[src/rtl/ifu_fetch_pkg.sv]
// Shared types and constants for the instruction fetch unit.
// States, response codes, reset values and the PC alignment helper.
package ifu_fetch_pkg;

    typedef enum logic [1:0] {
        S_AR   = 2'd0,
        S_R    = 2'd1,
        S_HOLD = 2'd2,
        S_ERR  = 2'd3
    } ifu_state_e;

    localparam logic [31:0] PC_RESET  = 32'h8000_0000;
    localparam logic [1:0]  RESP_OKAY = 2'b00;
    localparam logic [31:0] INST_NOP  = 32'h0000_0013;

    // Instructions are word aligned; any low address bit set is a fault.
    function automatic logic is_misaligned(input logic [1:0] addr_lsbs);
        return addr_lsbs != 2'b00;
    endfunction

endpackage

[src/rtl/ifu_fetch_if.sv]
// AXI-lite-style read channel (AR + R) between the fetch unit and instruction memory.
// The master side issues addresses and accepts data; the slave side is the memory.
interface ifu_fetch_if #(
    parameter int ADDR_W = 32,
    parameter int DATA_W = 32
);
    logic              arvalid;
    logic [ADDR_W-1:0] araddr;
    logic              arready;
    logic              rvalid;
    logic [DATA_W-1:0] rdata;
    logic [1:0]        rresp;
    logic              rready;

    modport master (
        output arvalid, araddr, rready,
        input  arready, rvalid, rdata, rresp
    );

    modport slave (
        input  arvalid, araddr, rready,
        output arready, rvalid, rdata, rresp
    );

endinterface

[src/rtl/ifu_fetch.sv]
// Instruction fetch stage: owns the PC, fetches one instruction at a time and holds it
// on inst/inst_valid until downstream commits, then continues from dnpc.
module ifu_fetch
    import ifu_fetch_pkg::*;
#(
    parameter int                ADDR_W   = 32,
    parameter int                DATA_W   = 32,
    parameter logic [ADDR_W-1:0] RESET_PC = ADDR_W'(PC_RESET)
) (
    input  logic              clk,
    input  logic              rst_n,
    ifu_fetch_if.master       ifu,
    output logic [ADDR_W-1:0] pc,
    output logic [DATA_W-1:0] inst,
    output logic              inst_valid,
    input  logic              inst_ready,
    input  logic [ADDR_W-1:0] dnpc,
    output logic              fetch_err
);

    ifu_state_e state;
    ifu_state_e next_state;
    logic       arvalid_q;
    logic       rready_q;

    assign ifu.arvalid = arvalid_q;
    assign ifu.araddr  = pc;
    assign ifu.rready  = rready_q;

    // The AR handshake only counts once arvalid is actually on the bus.
    always_comb begin
        next_state = state;
        case (state)
            S_AR: begin
                if (arvalid_q && ifu.arready) begin
                    next_state = S_R;
                end
            end
            S_R: begin
                if (ifu.rvalid) begin
                    next_state = (ifu.rresp == RESP_OKAY) ? S_HOLD : S_ERR;
                end
            end
            S_HOLD: begin
                if (inst_ready) begin
                    next_state = is_misaligned(dnpc[1:0]) ? S_ERR : S_AR;
                end
            end
            S_ERR: begin
                next_state = S_ERR;
            end
            default: begin
                next_state = S_ERR;
            end
        endcase
    end

    // Handshake outputs are registered so no bus input reaches an output combinationally;
    // arvalid therefore rises one cycle after entering S_AR.
    always_ff @(posedge clk) begin
        if (!rst_n) begin
            state      <= S_AR;
            pc         <= RESET_PC;
            inst       <= DATA_W'(INST_NOP);
            inst_valid <= 1'b0;
            fetch_err  <= 1'b0;
            arvalid_q  <= 1'b0;
            rready_q   <= 1'b0;
        end else begin
            state     <= next_state;
            arvalid_q <= (state == S_AR) && (next_state == S_AR);
            rready_q  <= (next_state == S_R);
            case (state)
                S_R: begin
                    if (ifu.rvalid) begin
                        if (ifu.rresp == RESP_OKAY) begin
                            inst       <= ifu.rdata;
                            inst_valid <= 1'b1;
                        end else begin
                            fetch_err  <= 1'b1;
                        end
                    end
                end
                S_HOLD: begin
                    if (inst_ready) begin
                        inst_valid <= 1'b0;
                        pc         <= dnpc;
                        if (is_misaligned(dnpc[1:0])) begin
                            fetch_err <= 1'b1;
                        end
                    end
                end
                default: begin
                end
            endcase
        end
    end

endmodule

[src/flat_wrapper.sv]
// flat-port wrapper written by rule: the top's interface ports become plain ports
module ifu_fetch_flat import ifu_fetch_pkg::*;
#(
    parameter int                ADDR_W   = 32,
    parameter int                DATA_W   = 32,
    parameter logic [ADDR_W-1:0] RESET_PC = ADDR_W'(PC_RESET)
)
  (clk, rst_n, pc, inst, inst_valid, inst_ready, dnpc, fetch_err, ifu_arvalid, ifu_araddr, ifu_rready, ifu_arready, ifu_rvalid, ifu_rdata, ifu_rresp);
  ifu_fetch_if #(.ADDR_W(ADDR_W), .DATA_W(DATA_W)) ifu_i ();
  input  logic clk;
  input  logic rst_n;
  output logic [ADDR_W-1:0] pc;
  output logic [DATA_W-1:0] inst;
  output logic inst_valid;
  input  logic inst_ready;
  input  logic [ADDR_W-1:0] dnpc;
  output logic fetch_err;
  output wire logic [$bits(ifu_i.arvalid)-1:0] ifu_arvalid;
  output wire logic [$bits(ifu_i.araddr)-1:0] ifu_araddr;
  output wire logic [$bits(ifu_i.rready)-1:0] ifu_rready;
  input wire logic [$bits(ifu_i.arready)-1:0] ifu_arready;
  input wire logic [$bits(ifu_i.rvalid)-1:0] ifu_rvalid;
  input wire logic [$bits(ifu_i.rdata)-1:0] ifu_rdata;
  input wire logic [$bits(ifu_i.rresp)-1:0] ifu_rresp;
  assign ifu_arvalid = ifu_i.arvalid;
  assign ifu_araddr = ifu_i.araddr;
  assign ifu_rready = ifu_i.rready;
  assign ifu_i.arready = ifu_arready;
  assign ifu_i.rvalid = ifu_rvalid;
  assign ifu_i.rdata = ifu_rdata;
  assign ifu_i.rresp = ifu_rresp;
  ifu_fetch #(.ADDR_W(ADDR_W), .DATA_W(DATA_W), .RESET_PC(RESET_PC)) u_core (.clk(clk), .rst_n(rst_n), .ifu(ifu_i), .pc(pc), .inst(inst), .inst_valid(inst_valid), .inst_ready(inst_ready), .dnpc(dnpc), .fetch_err(fetch_err));
endmodule
[config.mk]
export PLATFORM = sky130hd
export DESIGN_NAME = ifu_fetch_flat
export DESIGN_NICKNAME = d
export VERILOG_FILES = /design/src/rtl/ifu_fetch_pkg.sv /design/src/rtl/ifu_fetch_if.sv /design/src/rtl/ifu_fetch.sv /design/src/flat_wrapper.sv
export SDC_FILE = /design/constraint.sdc
export NUM_CORES = 1
export LEC_CHECK = 0
export BUFFER_PORTS_ARGS = -buffer_cell sky130_fd_sc_hd__buf_4
export CAP_MARGIN = 20
export CELL_PAD_IN_SITES_DETAIL_PLACEMENT = 1
export CELL_PAD_IN_SITES_GLOBAL_PLACEMENT = 1
export CORE_ASPECT_RATIO = 2
export CORE_MARGIN = 8
export CORE_UTILIZATION = 30
export DETAILED_ROUTE_END_ITERATION = 6
export GPL_TIMING_DRIVEN = 0
export PLACE_DENSITY_LB_ADDON = 0.1
export REMOVE_ABC_BUFFERS = 1
export SLEW_MARGIN = 10
export SYNTH_ARGS = -nofsm -noshare
export SYNTH_HDL_FRONTEND = slang
export SYNTH_SLANG_ARGS = --single-unit
[constraint.sdc]
create_clock -name clk -period 3.34 [get_ports clk]
set_input_delay 0.167 -clock clk [delete_from_list [all_inputs] [get_ports clk]]
set_output_delay 0.167 -clock clk [all_outputs]
set_load 0.005 [all_outputs]
# After elaboration in Yosys (flattened, before gate mapping)

Cells that the tools add are included.

Equal/unequal tests: 9
Multiplexer cells: 15
Reductions and logical operators: 11

Operator list:

| cell                 | number |
|---|---|
| $mux W1              | 8 |
| $mux W2              | 4 |
| $pmux W2 S4          | 1 |
| $logic_not A2 Y1     | 3 |
| $ne A2 B2 Y1 const B | 3 |
| $reduce_and A5 Y1    | 1 |
| $eq A2 B1 Y1 const B | 2 |
| $eq A2 B2 Y1 const B | 2 |
| $ne A2 B1 Y1 const B | 2 |
| $pmux W1 S2          | 2 |
| $reduce_and A4 Y1    | 1 |
| $reduce_bool A2 Y1   | 2 |
| $reduce_and A3 Y1    | 1 |
| $logic_and A1 B1 Y1  | 2 |
| $reduce_and A2 Y1    | 1 |

Flip-flop bits (word level): 70
Output and inout port bits: 100
Logic and storage cells: 42

# Logic depth before layout (Yosys ltp)

Gate-level depths: netlist of run 1.

Depth in word-level cells: 6
Mapped depth: 5
Gate-level depth less buffers: 3

# Worst setup path after synthesis of run 1

No wires, ideal clock.

Path type: register -> register
Start: reg u_core.state[1]
End: reg u_core.inst[0]
Library setup time: 0.134 ns
Arrival time: 0.956 ns
Slack: 2.249 ns
Cell stages (with the launch flop): 6
Clock period less this slack: 1.091 ns
Cell sequence: dfxtp_1 > and3b_1 > buf_6 > buf_6 > nand3_1 > nand3_1

Longest elaborated chain between the ends: 2

Ends and longest elaborated chain:

| item                               | RTL line        | RTL |
|---|---|---|
| from (decl)                        | ifu_fetch.sv:21 | `ifu_state_e state;` |
| from (signal assigned)             | ifu_fetch.sv:70 | `state <= next_state;` |
| $eq A2 B1 Y1                       | ifu_fetch.sv:73 | `case (state)` |
| $reduce_and A3 Y1 (no source line) | --              |  |
| to (signal assigned)               | ifu_fetch.sv:64 | `inst <= DATA_W'(INST_NOP);` |
| to (signal assigned)               | ifu_fetch.sv:77 | `inst <= ifu.rdata;` |
| to (decl)                          | ifu_fetch.sv:14 | `output logic [DATA_W-1:0] inst,` |

Every way passes these cells.
A chain may end at the register's enable or synchronous reset.

# Worst setup path in the final report of run 1

Start: reg u_core.state[0]
End: reg u_core.inst_valid

Longest elaborated chain between the ends: 3
Elaborated cells on any way between the ends: 8

Ends and longest elaborated chain:

| item                                                        | RTL line        | RTL |
|---|---|---|
| $eq A2 B1 Y1 / $eq A2 B2 Y1 (equally long branches)         | ifu_fetch.sv:73 |  |
| $ne A2 B1 Y1 (no source line), or another cell as far along | --              |  |
| $reduce_and A4 Y1 (no source line)                          | --              |  |
| to (signal assigned)                                        | ifu_fetch.sv:65 | `inst_valid <= 1'b0;` |
| to (signal assigned)                                        | ifu_fetch.sv:78 | `inst_valid <= 1'b1;` |
| to (signal assigned)                                        | ifu_fetch.sv:86 | `inst_valid <= 1'b0;` |
| to (decl)                                                   | ifu_fetch.sv:15 | `output logic inst_valid,` |

Several ways; a longest one is shown, not always the timed one.

==> metrics.txt, run 1 <==
status=finished, final reports clean; Antenna Violating Nets Remaining=0; worst path cell trace=nand3b_2, a22oi_1, nor2b_1; Max Buffers Root-to-Sink=2; routed length per instance=roughly 15 um; GPL Wtd Cong=just under 0.7; element type at the critical path start=flip-flop; Synth cell types=28; Least-Margin Pin Slew=between 800 and 900 ps; Post-DP Area=slightly above 0.004 mm2; layout cells sized above 1=roughly 40%; DRT Pass-1 Iters=4; Mapped Cells=347; final wirelength=9410 um; Initial Util=30.2%; sequential area share after synthesis=46.6%; CP Capture Type=flip-flop; post-route cell area=between 0.004 and 0.005 mm2; crit path DAT=approximately 1800 ps; Vias=2,771; FF/Latch Area=roughly 0.0014 mm2; Slew HR=about two fifths; final core occ=44.3%; Tmin final=around 1600 ps; Hold Crit Class=in2reg; FF+latch count, synth=70; CP startpoint=u_core.state[0]; Crit path max-delay family=simple AND/OR/NAND/NOR gates; unrepaired setup endpoints after global routing=no; initial antenna violation count=0; Max Slew Vio Count=0; Crit. path cell count=3; Final #Nets=542; first-pass GRT wire length=between 10,000 and 15,000 um; Reg2Reg Launch Point=u_core.state[0]; fmax=616 MHz; GRT Util Overall=a little over an eighth; Worst path max stage delay=710 ps; CTS resizes=0; Cells on Worst Hold Path=2; syn avg cell area=a little under 9 um2; top-area cell type share of the netlist area=a little under half; initial drt markers=about 110; asr flop ratio synth=0%; fin crit share=a little under 50%; full die area=between 0.01 and 0.015 mm2; Die H=approximately 160 um; Synth Warn #=0; num rows=52; num ports=171; # Post-CTS Setup Buffers=0; Detail Placement HPWL=roughly 6600 um; IO Port Bufs=170; synthesized area=between 0.003 and 0.004 mm2; final setup fails=0; Most used DFF post-synth=dfxtp_1; Power per Cell Area=~480 mW/mm2; leak pwr=between 1.5 and 2 nW; CP Buf/Inv Count=0; die width=roughly 87 um; Worst Reg-to-Reg Cells=3; Residual DRC=0; CTS tree=built; Multi-input gate area=0.00119 mm2; number of flops mapped to enable cells by yosys=0; top cells by area, synth=dfxtp_1 (47%), a21boi_1 (14%), buf_4 (8.2%), nand2_1 (8.2%), nand3_1 (6.2%); WS Path Type=reg2reg; maximum VDD drop=roughly 0.33 mV; mean number of vias per cell=approximately 4.5; Clock Skew=around 4.8 ps; clk root buf=clkbuf_16; most instantiated library cell after synthesis=dfxtp_1; final hold vios=0; H-tree depth reported by CTS=3; core box area=roughly 0.01 mm2; grt ovf=0; Post-CTS Hold Buffers=0; vias in the first global route=~2.8k; synth-to-layout area growth=46.8%; Reg clk slew, reported paths=~50 ps; TNS Setup=0 ps; fill count=~1.2k; max cap viols=0; Commonest cells post-synth=dfxtp_1 (70), nand2_1 (66), a21boi_1 (56); largest net degree at the start of global routing=roughly 70; clk sinks=70; diodes inserted=0; worst-skew pair later-pin latency=roughly 330 ps; Crit path required time=approximately 3600 ps; dominant cell type by area after synthesis=dfxtp_1; slowest cell on the critical path=nand3b_2; CP max FO=34; hold path startpoint=ifu_arready; CTS Buf Count=9
==> worst register-to-register path, stage by stage, from the launching register on <==
cell	delay, ps
dfxtp_1	350
nand3b_2	710
a22oi_1	380
nor2b_1	70
==> cells by family (layout without fill, tap and decap cells) <==
family	after synthesis	count (layout)	share of synthesized area [%]
DFF	70	70	46.6
and+or+nand+nor	116	116	17.4
buffers and inverters	61	190	14.0
AOI/OAI and AO/OA	100	100	22.0
==> registers in the layout, summed over array words and instances (netlist names) <==
| name | count |
|---|---|
| u_core.ifu.araddr | 32 |
| u_core.ifu.arvalid | 1 |
| u_core.state | 2 |
| u_core.fetch_err | 1 |
| u_core.inst_valid | 1 |
| u_core.ifu.rready | 1 |
| u_core.inst | 32 |
==> power by group <==
part | switching, mW | internal [mW] | total, mW
Sequential | 0.0164 | 0.858 | 0.874
Clock | 0.340 | 0.672 | 1.01
Combinational | 0.0972 | 0.122 | 0.219
Total | 0.453 | 1.65 | 2.10
==> stage by stage <==
stage	setup slack, ps	hold slack [ps]	power, mW	std cells
5_1_grt	1580	21.6	2.19	611
3_5_place_dp	1670	358	1.12	595
6_report	1720	24.2	2.10	611
4_1_cts	1650	7.02	2.15	611
3_3_place_gp	1320	353	1.11	592
2_1_floorplan	1850	239	0.959	287
==> layout make-up <==
| type | instances | share of cell area [%] |
|---|---|---|
| multi-input combinational | 216 | 27.0 |
| inverter | 1 | 0.0850 |
| sequential | 70 | 31.7 |
| clock inverter | 4 | 1.59 |
| timing repair buffer | 173 | 30.2 |
| tap | 135 | 3.83 |
| clock buffer | 12 | 5.58 |
==> path summary, 6_finish.rpt <==
| kind | to | slack, ps |
|---|---|---|
| min | u_core.ifu.arvalid | 20 |
| max | u_core.inst_valid | 1720 |
| min reg2reg | u_core.ifu.araddr[18] | 470 |
| max reg2reg | u_core.inst_valid | 1720 |
==> metal layers <==
layer | share of wire [%] | vias to the layer above | global-route usage (%)
met1 | 44 | 1275 | 15.2
li1 | - | 1386 | -
met5 | 0 | - | 0
met4 | 1.3 | 0 | 5.21
met2 | 46 | 101 | 20.3
met3 | 8.3 | 9 | 5.82
==> layout by cell type (no fill, tap or decap), types with 2 or more instances in the layout <==
master / n
buf_8: 2
buf_4: 170
clkinv_2: 2
clkbuf_16: 9
bufinv_16: 2
a21boi_1: 56
nand2_1: 66
nand3_1: 37
nand3b_1: 2
nor2_1: 2
o21ai_0: 34
clkbuf_1: 2
dfxtp_1: 70
and3b_1: 2
a21boi_0: 4
No activity file was read; power rests on OpenSTA's default activity.
==> run 2: changes to the inputs <==
==> constraint.sdc (replaced) <==
create_clock -name clk -period 1.7 [get_ports clk]
set_input_delay 0.085 -clock clk [delete_from_list [all_inputs] [get_ports clk]]
set_output_delay 0.085 -clock clk [all_outputs]
set_load 0.005 [all_outputs]
==> run 2 against run 1 <==
  * Cell count increased by 4.4%
  * Combinational power increased by 120%
  * Maximum frequency increased by 1.9%
  * Register-to-register slack got worse by 1600 ps
  * Flip-flop and latch count unchanged
  * Die area unchanged
  * Sequential power increased by 97%
  * Critical path type unchanged
  * Largest cell class is now buffers
==> metrics.txt, run 2 (synthesis results as in run 1) <==
status=finished, final reports clean; clk root buf=clkbuf_16; Cells on Worst Hold Path=3; initial drt markers=roughly 140; Final #Nets=569; final wirelength=approximately 9900 um; Power per Cell Area=894 mW/mm2; Residual DRC=0; final hold vios=0; combinational power share=between 10% and 20%; WHS=about 12 ps; Max Slew Vio Count=0; Worst Reg-to-Reg Cells=4; Antenna Violating Nets Remaining=0; hold path startpoint=dnpc[2]; num ports=between 150 and 200; vias in the first global route=2,936; setup ws final=~110 ps; CTS tree=built; maximum VDD drop=about 0.66 mV; internal power=roughly 3.3 mW; dpl ws=between 30 and 40 ps; final core occ=between 40 and 50%; element type at the critical path start=flip-flop; reg2reg setup slack=around 110 ps; final setup fails=0; fin cells=roughly 640; GRT Util Overall=a little over an eighth; unrepaired setup endpoints after global routing=no; CTS Buf Count=9; first-pass GRT wire length=around 15,000 um; Post-DP Area=between 0.004 and 0.005 mm2; grt ovf=0; Clk pwr share=47.4%; routed length per instance=roughly 15 um; CP Capture Type=flip-flop; die width=between 80 and 90 um; overall power=4.20 mW; Reg clk slew, reported paths=roughly 50 ps; worst-skew pair later-pin latency=between 300 and 400 ps; max cap viols=0; largest net degree at the start of global routing=72; fin crit share=a little over nine tenths; mean number of vias per cell=between 4 and 5; Max Buffers Root-to-Sink=2; CP max FO=21; core box area=approximately 0.010 mm2; Crit path required time=roughly 1900 ps; most common cell after layout, fill and taps aside=buf_4; synth-to-layout area growth=56.1%; WS Path Type=reg2reg; # Post-CTS Setup Buffers=0; fill count=around 1.2k; Net Sw Frac=21.7%; switching power=~910 uW; post-route cell area=between 0.004 and 0.005 mm2; Hold Crit Class=in2reg; Detail Placement HPWL=about 6600 um; full die area=0.0137 mm2; initial antenna violation count=0; GPL Wtd Cong=between 0.6 and 0.7; Clock Skew=3.34 ps; FF-to-FF End=u_core.inst[0]; most frequent cells in the layout=buf_4 (170), dfxtp_1 (70), nand2_1 (66); Initial Util=a little over 30%; Reg2Reg Launch Point=u_core.state[1]; Least-Margin Pin Slew=~880 ps; crit path DAT=roughly 1800 ps; IO Port Bufs=170; Vias=just under 3k; diodes inserted=0; leak pwr=approximately 2.0 nW; Slew HR=between 40% and 50%; # placed instances=a little under 600; clk sinks=70; DRT Pass-1 Iters=4; TNS Setup=0 ps; sequential share of power=about two fifths; layout cells sized above 1=approximately two fifths; Die H=~160 um; Worst Hold End=u_core.ifu.araddr[2]; num rows=between 50 and 60; fmax=between 600 and 700 MHz; H-tree depth reported by CTS=3; Tmin final=about 1600 ps
[run 2: power groups by stage]
stage          logic [mW]  clock network, mW  registers [mW]
2_1_floorplan       0.129                  0            1.75
3_3_place_gp        0.419                  0            1.75
3_5_place_dp        0.441                  0            1.75
4_1_cts             0.495               2.05            1.72
5_1_grt             0.532               2.11            1.72
6_report            0.488               1.99            1.72
[run 2: worst max-delay path, stage by stage, from the launching register on]
cell      delay (ps)
dfxtp_1          370
nand3b_1         480
buf_8            320
o21ai_0          160
nand3_1          100
[run 2: repair_timing]
item | CTS | global route
resized for setup | 0 | 4
endpoints found under the setup margin | 0 | 18
endpoints found under the hold margin | 27 | 0
hold buffers | 27 | 0
[run 2: final cells by class]
type / count / area (um2) / area share (%)
tap: 135 / 169 / 3.60
multi-input combinational: 216 / 1200 / 25.6
inverter: 1 / 3.75 / 0.0799
clock buffer: 12 / 246 / 5.25
sequential: 70 / 1400 / 29.8
timing repair buffer: 200 / 1600 / 34.2
clock inverter: 4 / 70.1 / 1.49
[run 2: worst max-delay path by stage]
stage,startpoint,cells past startpoint,endpoint,slack (ps)
after global routing,u_core.state[1],4,u_core.inst[4],2
final,u_core.state[1],4,u_core.inst[0],110
after detailed placement,u_core.state[0],3,u_core.inst_valid,30
after global placement,u_core.state[1],3,u_core.ifu.rready,-320
after CTS,u_core.state[0],3,u_core.inst_valid,10
after floorplan,u_core.state[1],3,u_core.ifu.rready,210
[run 2: layer usage]
metal  track usage (%)  wire length, um
met1              16.0             4280
met2              20.8             4610
met3              6.14              850
met4              5.21              121
met5                 0                0
